==> config.mk <==
export PLATFORM = sky130hd
export DESIGN_NAME = ifetch_queue
export DESIGN_NICKNAME = d
export VERILOG_FILES = /design/src/rtl/ifetch_queue.sv
export SDC_FILE = /design/constraint.sdc
export NUM_CORES = 1
export LEC_CHECK = 0
export CAP_MARGIN = 20
export CORE_UTILIZATION = 34
export CTS_CLUSTER_DIAMETER = 60
export DETAILED_ROUTE_END_ITERATION = 8
export SYNTH_ARGS = -nofsm -noshare
export SYNTH_HDL_FRONTEND = slang
export SYNTH_SLANG_ARGS = --single-unit
==> constraint.sdc <==
create_clock -name clock -period 5.7 [get_ports clock]
set_input_delay 1.14 -clock clock [delete_from_list [all_inputs] [get_ports clock]]
set_output_delay 1.14 -clock clock [all_outputs]
set_load 0.005 [all_outputs]
==> src/rtl/ifetch_queue.sv <==
// Instruction-fetch front end: issues sequential fetch addresses to the I-cache,
// buffers {pc, insn} pairs in a small FIFO and hands them to decode via valid/ready.
module ifetch_queue #(
    parameter logic [31:0] START_ADDR = 32'h8002_0000,
    parameter int unsigned MEM_BYTES  = 100000,
    parameter int unsigned DEPTH      = 4
) (
    input  logic        clock,
    input  logic        reset,
    output logic [31:0] ic_address,
    input  logic [31:0] ic_data,
    input  logic        fetch_en,
    input  logic        redirect_valid,
    input  logic [31:0] redirect_pc,
    output logic        out_valid,
    input  logic        out_ready,
    output logic [31:0] out_insn,
    output logic [31:0] out_pc,
    output logic        fetch_end
);

    localparam int PW = $clog2(DEPTH);
    localparam int CW = PW + 1;
    localparam logic [32:0] END_ADDR = {1'b0, START_ADDR} + 33'(MEM_BYTES);

    typedef enum logic {
        RUN,
        STALL
    } fetch_state_e;

    typedef struct packed {
        logic [31:0] pc;
        logic [31:0] insn;
    } entry_t;

    entry_t          mem [DEPTH];
    entry_t          head;
    logic [31:0]     fetch_pc;
    logic [31:0]     redirect_target;
    logic [PW-1:0]   rd_ptr;
    logic [PW-1:0]   wr_ptr;
    logic [CW-1:0]   count;
    logic            full;
    logic            push;
    logic            pop;
    fetch_state_e    fetch_state;

    // The image end is computed in 33 bits so a START_ADDR near the top of memory cannot wrap.
    assign fetch_end       = ({1'b0, fetch_pc} >= END_ADDR) || (fetch_pc < START_ADDR);
    assign ic_address      = fetch_pc;
    assign redirect_target = redirect_pc & 32'hFFFF_FFFC;

    assign full      = (count == CW'(DEPTH));
    assign out_valid = (count != '0);
    assign pop       = out_valid && out_ready;

    // NOTE: every always_comb output gets a default first so no path can infer a latch.
    always_comb begin
        fetch_state = STALL;
        if (fetch_en && !fetch_end && (!full || pop)) begin
            fetch_state = RUN;
        end
    end

    // A redirect cycle never pushes, even though the fetch state itself says RUN.
    assign push = (fetch_state == RUN) && !redirect_valid;

    // NOTE: sequential state uses non-blocking assignments so every register samples pre-edge values.
    always_ff @(posedge clock) begin
        if (reset) begin
            fetch_pc <= START_ADDR;
            rd_ptr   <= '0;
            wr_ptr   <= '0;
            count    <= '0;
        end else if (redirect_valid) begin
            fetch_pc <= redirect_target;
            rd_ptr   <= '0;
            wr_ptr   <= '0;
            count    <= '0;
        end else begin
            if (push) begin
                wr_ptr   <= wr_ptr + PW'(1);
                fetch_pc <= fetch_pc + 32'd4;
            end
            if (pop) begin
                rd_ptr <= rd_ptr + PW'(1);
            end
            count <= count + CW'(push) - CW'(pop);
        end
    end

    // NOTE: the storage array has no reset; the outputs are gated by out_valid instead.
    always_ff @(posedge clock) begin
        if (push && !reset) begin
            mem[wr_ptr] <= '{pc: fetch_pc, insn: ic_data};
        end
    end

    always_comb begin
        head     = mem[rd_ptr];
        out_pc   = '0;
        out_insn = '0;
        if (out_valid) begin
            out_pc   = head.pc;
            out_insn = head.insn;
        end
    end

endmodule

; ---- After elaboration in Yosys (flattened, before gate mapping)
; Memories as Yosys holds them, arrays and structs flattened. A register that Yosys moved wholly into a read port is not among the register bits.
; Cells that the tools add are included.
; W data, S select, Z words.
[word_totals]
register_bits = 39
latch_bits = 0
ramBits = 256
mem_bits_ro = 0
inputBits = 69
out_inout_bits = 98
word_cells = 36
memories = 1
[classes]
add_sub_neg = 5
mul = 0
div_mod_pow = 0
n_lt_le_gt_ge = 2
eq_ne = 1
shifts = 0
mux = 8
bitwise = 0
n_reduce_logical = 14
[mem_list]
columns = memory, depth, width, read_ports, rd_clocked_by_memory_dff, write_ports, line
row1 = mem, 4, 64, 1, 1, 1, 36  ; entry_t mem [DEPTH];
[ops]
columns = operator, count
row1 = $mux W32, 4
row2 = $add A32 B3 Y32 const B, 1
row3 = $ge A32 B32 Y1 const B, 1
row4 = $lt A32 B32 Y1 const B, 1
row5 = $logic_and A1 B1 Y1, 5
row6 = $add A2 B1 Y2 const B, 2
row7 = $logic_not A1 Y1, 4
row8 = $mux W2, 2
row9 = $add A3 B1 Y3, 1
row10 = $eq A3 B3 Y1 const B, 1
row11 = $reduce_bool A3 Y1, 1
row12 = $sub A3 B1 Y3, 1
row13 = $logic_or A1 B1 Y1, 2
row14 = $mux W1, 2
row15 = $reduce_bool A2 Y1, 1
row16 = $reduce_or A2 Y1, 1

; ---- Logic depth before layout (Yosys ltp)
; Gate-level depths: netlist of the first run.
[depth]
word_depth = 9
mapped_depth = 15
mapped_depth_nobuf = 14

; ---- Least setup slack after synthesis of the first run
; No wires, ideal clock.
[synth_timing]
path_type = register to register
from = register fetch_pc[11] (netlist: ic_address[11])
to = memory mem[0][0] (netlist name) (enable)
setup_time_ps = 426
arrival_time_ps = 3471
t_required_ps = 5274
path_slack_ps = 1802
path_stages_with_launch = 7
n_path_buf = 1
period_less_slack_ps = 3898
path_cell_list = dfxtp_1 -> or4_4 -> o2111a_1 -> or3_4 -> buf_6 -> nor3_1 -> and2_1
[synth_via]
elab_chain_cells = 9
elab_cells_between_ends = 10
cone_classes = order compare (2) / mux (2) / reduce/logical (6)
[synth_rtl]
columns = element, line
row1 = from (decl), 38  ; logic [31:0] fetch_pc;
row2 = from (signal assigned), 76  ; fetch_pc <= redirect_target;
row3 = from (signal assigned), 83  ; fetch_pc <= fetch_pc + 32'd4;
row4 = $ge A32 B32 Y1 / $lt A32 B32 Y1 (equally long branches), 49  ; assign fetch_end = ({1'b0, fetch_pc} >= END_ADDR) || (fetch_pc < START_ADDR);
row5 = $logic_or A1 B1 Y1 (*), 49
row6 = named net fetch_end, 19  ; output logic fetch_end
row7 = $logic_not A1 Y1 (*), 60  ; if (fetch_en && !fetch_end && (!full || pop)) begin
row8 = $logic_and A1 B1 Y1 (*) (2 in a row), 60
row9 = $logic_and A1 B1 Y1 (*), 66  ; assign push = (fetch_state == RUN) && !redirect_valid;
row10 = $logic_and A1 B1 Y1 (*), 94  ; if (push && !reset) begin
row11 = $mux W1 (*), 94
row12 = $mux W1 (not written as such) (*), 95  ; mem[wr_ptr] <= '{pc: fetch_pc, insn: ic_data};
row13 = to (decl), 36
; The timed path passes the listed nets; every way through them passes the cells marked *.

; ---- Final worst setup path of the first run
[layout_timing]
from = register fetch_pc[2] (netlist: ic_address[2])
to = output port fetch_end
[layout_via]
elab_chain_cells = 2
elab_cells_between_ends = 3
cone_classes = order compare (2) / reduce/logical (1)
[layout_rtl]
columns = element, line
row1 = $ge A32 B32 Y1 / $lt A32 B32 Y1 (equally long branches), 49
row2 = $logic_or A1 B1 Y1 (*), 49
row3 = to (decl), 19
; Every way passes the cells marked *; elsewhere a longest branch is shown, timed or not.

==> results.yml, run 1 <==
status:
  status: "complete, no violations"
detailed_routing:
  vias_per_cell: 4.819
  vias: 6053
  drc: 0
  dr.pass1.iters: 4
  wire_per_inst_um: 19.50
  drtIter0Drc: 328
  ant_nets: 0
  wirelength_um: 24500
grt:
  track_usage_pct: 14.60
  grt_overflow: 0
  grt_pass1_wl_um: 37740
  grt_antenna_before_repair: 0
  grt_pass1_vias: 6357
  grt_max_degree: 63
final_layout:
  nNetsFinal: 868
  final_common_cell: "edfxtp_1"
  drive_gt1_share_pct: 15.72
  n_antenna_cell: 0
  final_area_um2: 14450
  area_growth_pct: 27.23
  nFillCells: 2899
  fin_util_pct: 44.19
  final_cell_mix: "edfxtp_1 (248), clkdlybuf4s50_1 (159), and2_1 (65)"
cts:
  cts-htree-levels: 1
  cts_buffer_depth: 3
  clock-sinks: 287
  cts_resized: 0
  insertion_delay_ps: 540
  root_buffer: "clkbuf_16"
  cts_buffers: 31
  cts_tree: "done"
  postCtsSetupBuffers: 0
  clk_pin_slew_ps: 60
  hold_buffers: 0
floorplanning:
  die-area_um2: 34140
  core-area_um2: 32700
  core.rowCount: 66
  start_util_pct: 34.73
  die_h_um: 184.8
  ios: 167
  die_w_um: 184.8
place:
  gp_congestion: 0.7539
  hpwl_um: 14410
  detailed_place.area_um2: 13470
  port_buffers: 160
  place_ws_ps: 1632
synth:
  ys_ff_latch: 287
  synth_async_sr_flop_share_pct: 0
  yosys.cell_types.count: 47
  synth_area_leaders: "edfxtp_1 (66%), mux4_2 (12%), dfxtp_1 (6.9%), and2_1 (3.8%), mux2i_1 (1.4%)"
  synth_area_um2: 11360
  syn-instance-count: 621
  syn_avg_cell_area_um2: 18.29
  ys_seq_area_share_pct: 72.45
  yosysTopAreaCell: "edfxtp_1"
  yosys.area.top_type_share_pct: 65.57
  ys.flop_type: "edfxtp_1"
  synth_edf_count: 248
  yosysWarningCount: 0
critical_path:
  critical_path_arrival_ps: 3180
  end_kind: "output pin"
  critPathKind: "reg -> out"
  crit_fanout: 14
  start_kind: "flop"
  critPathRequiredTime_ps: 4560
sta:
  tightest_slew_ps: 1006
  final.setup.tns_ps: 0
  period_minus_slack_ps: 4323
  relSlewSlack_pct: 32.92
  finalHoldViolCount: 0
  max_freq_mhz: 231.3
  setup_violations: 0
  post-route-period-util_pct: 75.85
  skew_ps: 19.67
  grt_setup_unrepaired: "no"
  final_max_slew_viol_count: 0
  worst_slack_ps: 1377
power_and_ir_drop:
  power.density_nw_per_um2: 306.1
  p_total_w: 0.004423
  peakVddDrop_uv: 226.7
  p_leak_nw: 4.645
min_path:
  hold_path_class: "reg -> reg"
flow_run:
  drv_cap: 0
## synth_stat cells, types with 7 or more instances
cell,instances
dfxtp_1,39
a211oi_1,8
mux4_2,62
ha_1,8
mux2i_1,16
and2_1,69
nor2_1,32
edfxtp_1,248
clkbuf_1,23
nand2_1,13
nor4_1,7
inv_1,15
buf_1,8
## per-layer routing
| layer | global-route usage [%] | routed length (um) |
|---|---|---|
| met1 | 20.19 | 11210 |
| met2 | 23.95 | 11550 |
| met3 | 2.391 | 1344 |
| met4 | 3.636 | 394 |
| met5 | 0 | 0 |
## path summary, 6_finish.rpt
| kind | startpoint | endpoint | slack [ps] | depth (start not counted) |
|---|---|---|---|---|
| worst max register to register | ic_address[11] | mem[3][6] | 2080 | 6 |
| worst min-delay path | rd_ptr[1] | rd_ptr[1] | 530 | 2 |
| worst min register to register | rd_ptr[1] | rd_ptr[1] | 530 | 2 |
| worst max-delay path | ic_address[2] | fetch_end | 1380 | 6 |
## worst max-delay path, cell delays in order, from the launching register on
cell             delay [ps]
dfxtp_1                 440
inv_1                   110
ha_1                    140
or3b_2                  470
a2111oi_2               620
or3_4                   330
clkdlybuf4s50_1         530
## flip-flops by register name, summed over array words and instances, names as in the netlist, named ones only
register,cells
wr_ptr,2
rd_ptr,2
ic_address,30
mem,248
count,3
## power by group
| group | switching [W] | internal, W | leakage, nW |
|---|---|---|---|
| logic | 0.0000710 | 0.000105 | 1.61 |
| clock network | 0.000760 | 0.00115 | 0.474 |
| registers | 0.0000384 | 0.00230 | 2.56 |
| total | 0.000869 | 0.00355 | 4.65 |
## cell families (layout without fill, tap and decap cells)
family | Yosys count | after routing | synth area share [%]
AND/OR/NAND/NOR | 158 | 158 | 8.031
multiplexers | 78 | 78 | 13.70
other | 1 | 4 | 0.03302
AO/OA/AOI/OAI | 28 | 28 | 2.181
flip-flops | 287 | 287 | 72.45
buffers and inverters | 52 | 242 | 1.928
adder cells (fa/ha/maj) | 9 | 9 | 1.058
XOR/XNOR | 8 | 8 | 0.6170
## area by class of cell
class                      count  area (um^2)  share of cell area, %
sequential                   287         8235                  56.99
tap                          442        553.0                  3.827
timing repair buffer         170         1697                  11.74
clock buffer                  47        845.8                  5.853
inverter                      15        56.30                 0.3896
clock inverter                10        123.9                 0.8572
multi-input combinational    285         2939                  20.34
## per-stage QoR
step / instances / hold WS [ps]
3_3_place_gp: 1198 / 500.0
6_report: 1256 / 525.7
2_1_floorplan: 624 / 484.7
3_5_place_dp: 1198 / 511.9
5_1_grt: 1256 / 543.8
4_1_cts: 1255 / 528.4
Note: power is estimated with default switching activity, not from simulation.
==> run 2, diff against run 1 <==
Clock period 5.7 ns to 3.75 ns, I/O delays scaled along.
==> results.yml, run 2 (same netlist as run 1, synthesis figures left out) <==
final_layout:
  largest_reg_flops: 248
  regArea_um2: 8235
  n_antenna_cell: 0
  drive_gt1_share_pct: 18.64
  area_growth_pct: 29.57
  nNetsFinal: 891
  final_common_cell: "edfxtp_1"
  final_area_um2: 14720
  top_register: "mem"
  multi_input_area_um2: 2939
  final_cell_mix: "edfxtp_1 (248), clkdlybuf4s50_1 (159), and2_1 (65)"
  nFillCells: 2900
critical_path:
  cp_num_buf_inv: 2
  start_kind: "flop"
  critPathKind: "reg -> out"
  rr_startpoint: "ic_address[11]"
  critPathMaxStageDelay_ps: 520
  r2r_slack_ps: 390
  crit_fanout: 9
  ff2ff_path_depth: 12
  crit_chain: "inv_1 -> ha_1 -> or3b_2 -> a2111oi_2 -> or3_4 -> clkdlybuf4s50_1"
  worstSetupEndpoint: "fetch_end"
  critPathRequiredTime_ps: 3000
  end_kind: "output pin"
  cp.depth: 6
  critical_path_arrival_ps: 2810
  path_delay_family: "simple AND/OR/NAND/NOR gates"
  crit_start: "ic_address[3]"
  slowest_stage: "clkdlybuf4s50_1"
  timing.rr.end: "count[2]"
cts:
  cts_buffer_depth: 3
  root_buffer: "clkbuf_16"
  clock-sinks: 287
  insertion_delay_ps: 550
  postCtsSetupBuffers: 0
  cts-htree-levels: 1
  clk_pin_slew_ps: 60
  cts_resized: 0
  cts_buffers: 31
  cts_tree: "done"
  hold_buffers: 0
sta:
  max_freq_mhz: 281.1
  skew_ps: 22.86
  final.setup.tns_ps: 0
  post-route-period-util_pct: 94.87
  setup_violations: 0
  finalHoldViolCount: 0
  relSlewSlack_pct: 62.04
  tightest_slew_ps: 569.5
  period_minus_slack_ps: 3558
  grt_setup_unrepaired: "no"
  final_max_slew_viol_count: 0
min_path:
  hold_path_class: "reg -> reg"
grt:
  grt_use_met3_pct: 2.667
  grt_antenna_before_repair: 0
  grt_overflow: 0
  busiest_layer: "met2"
  grt_pass1_vias: 6446
  grt_max_degree: 41
  track_usage_pct: 14.68
  grt_pass1_wl_um: 37760
  globalRouteMet1Util_pct: 20.41
  met2_usage_pct: 23.80
detailed_routing:
  wirelength_um: 24640
  vias: 6213
  wire_per_inst_um: 19.27
  dr.pass1.iters: 4
  drc: 0
  drtIter0Drc: 276
  vias_per_cell: 4.858
  ant_nets: 0
place:
  port_buffers: 160
  detailed_place.area_um2: 13730
  hpwl_um: 15180
  gp_congestion: 0.7516
floorplanning:
  start_util_pct: 34.73
  core.rowCount: 66
  ios: 167
  die_h_um: 184.8
  core-area_um2: 32700
  die_w_um: 184.8
  die-area_um2: 34140
power_and_ir_drop:
  swShare_pct: 20.35
  p_leak_nw: 4.791
  peakVddDrop_uv: 349.4
  power_frac_comb_pct: 4.5
  p_clk_share_pct: 43.0
  seqPwrFrac_pct: 52.5
  switching_power_w: 0.001369
  power.density_nw_per_um2: 457.3
  p_int_w: 0.005360
status:
  status: "complete, no violations"
flow_run:
  drv_cap: 0
## run 2: cell types whose count changed in the layout (fill, tap and decap cells not counted)
| cell | previous run | this run |
|---|---|---|
| clkbuf_1 | 15 | 6 |
| clkinv_1 | 1 | 5 |
| clkinv_4 | 0 | 1 |
| bufinv_16 | 3 | 2 |
| buf_4 | 8 | 24 |
| buf_12 | 2 | 9 |
| clkbuf_8 | 1 | 2 |
| clkinv_2 | 6 | 7 |
| inv_6 | 0 | 3 |
## run 2: how the worst min path moves through the flow
| stage | startpoint | endpoint | slack [ps] | cells past startpoint |
|---|---|---|---|---|
| after floorplan | rd_ptr[1] | flop | 480 | 2 |
| after global placement | rd_ptr[1] | flop | 500 | 2 |
| after detailed placement | rd_ptr[1] | flop | 520 | 2 |
| after CTS | rd_ptr[1] | flop | 540 | 2 |
| after global routing | rd_ptr[1] | flop | 560 | 2 |
| final | rd_ptr[1] | flop | 530 | 2 |
## run 2: metal layers
metal	routed length [um]	up-vias
li1	-	2834
met1	11190	3160
met2	11580	184
met3	1389	35
met4	484	0
met5	0	-
## run 2: final cells by class
cell class / instances / area share (%)
clock buffers: 39 / 5.612
multi-input cells: 285 / 19.97
flip-flops and latches: 287 / 55.96
well taps: 442 / 3.758
clock inverters: 18 / 1.012
repair buffers: 193 / 13.30
inverters: 15 / 0.3826
## run 2: power by group through the flow
stage | logic (W) | clock network (W) | registers (W)
3_5_place_dp | 0.000305 | 0 | 0.00360
2_1_floorplan | 0.0000979 | 0 | 0.00360
5_1_grt | 0.000330 | 0.00310 | 0.00353
4_1_cts | 0.000307 | 0.00298 | 0.00353
3_3_place_gp | 0.000303 | 0 | 0.00360
6_report | 0.000303 | 0.00290 | 0.00353
## run 2: worst min-delay path, delay by kind of cell, from the launching register on
family | cells | cell delay, ps
and+or+nand+nor | 1 | 110
DFF | 1 | 320
xor gates and xnor gates | 1 | 60
## run 2: metrics by stage
step           worst slack, ps  instances  power, W  hold slack [ps]  utilization, %
2_1_floorplan            381.6        624  0.003694            484.7               -
3_3_place_gp             198.0       1220  0.003899            499.3           41.97
3_5_place_dp             179.3       1220  0.003903            522.7           41.97
4_1_cts                  109.3       1277  0.006814            536.5           44.95
5_1_grt                  55.83       1279  0.006966            563.2           45.00
6_report                 192.2       1279  0.006729            530.9           45.00
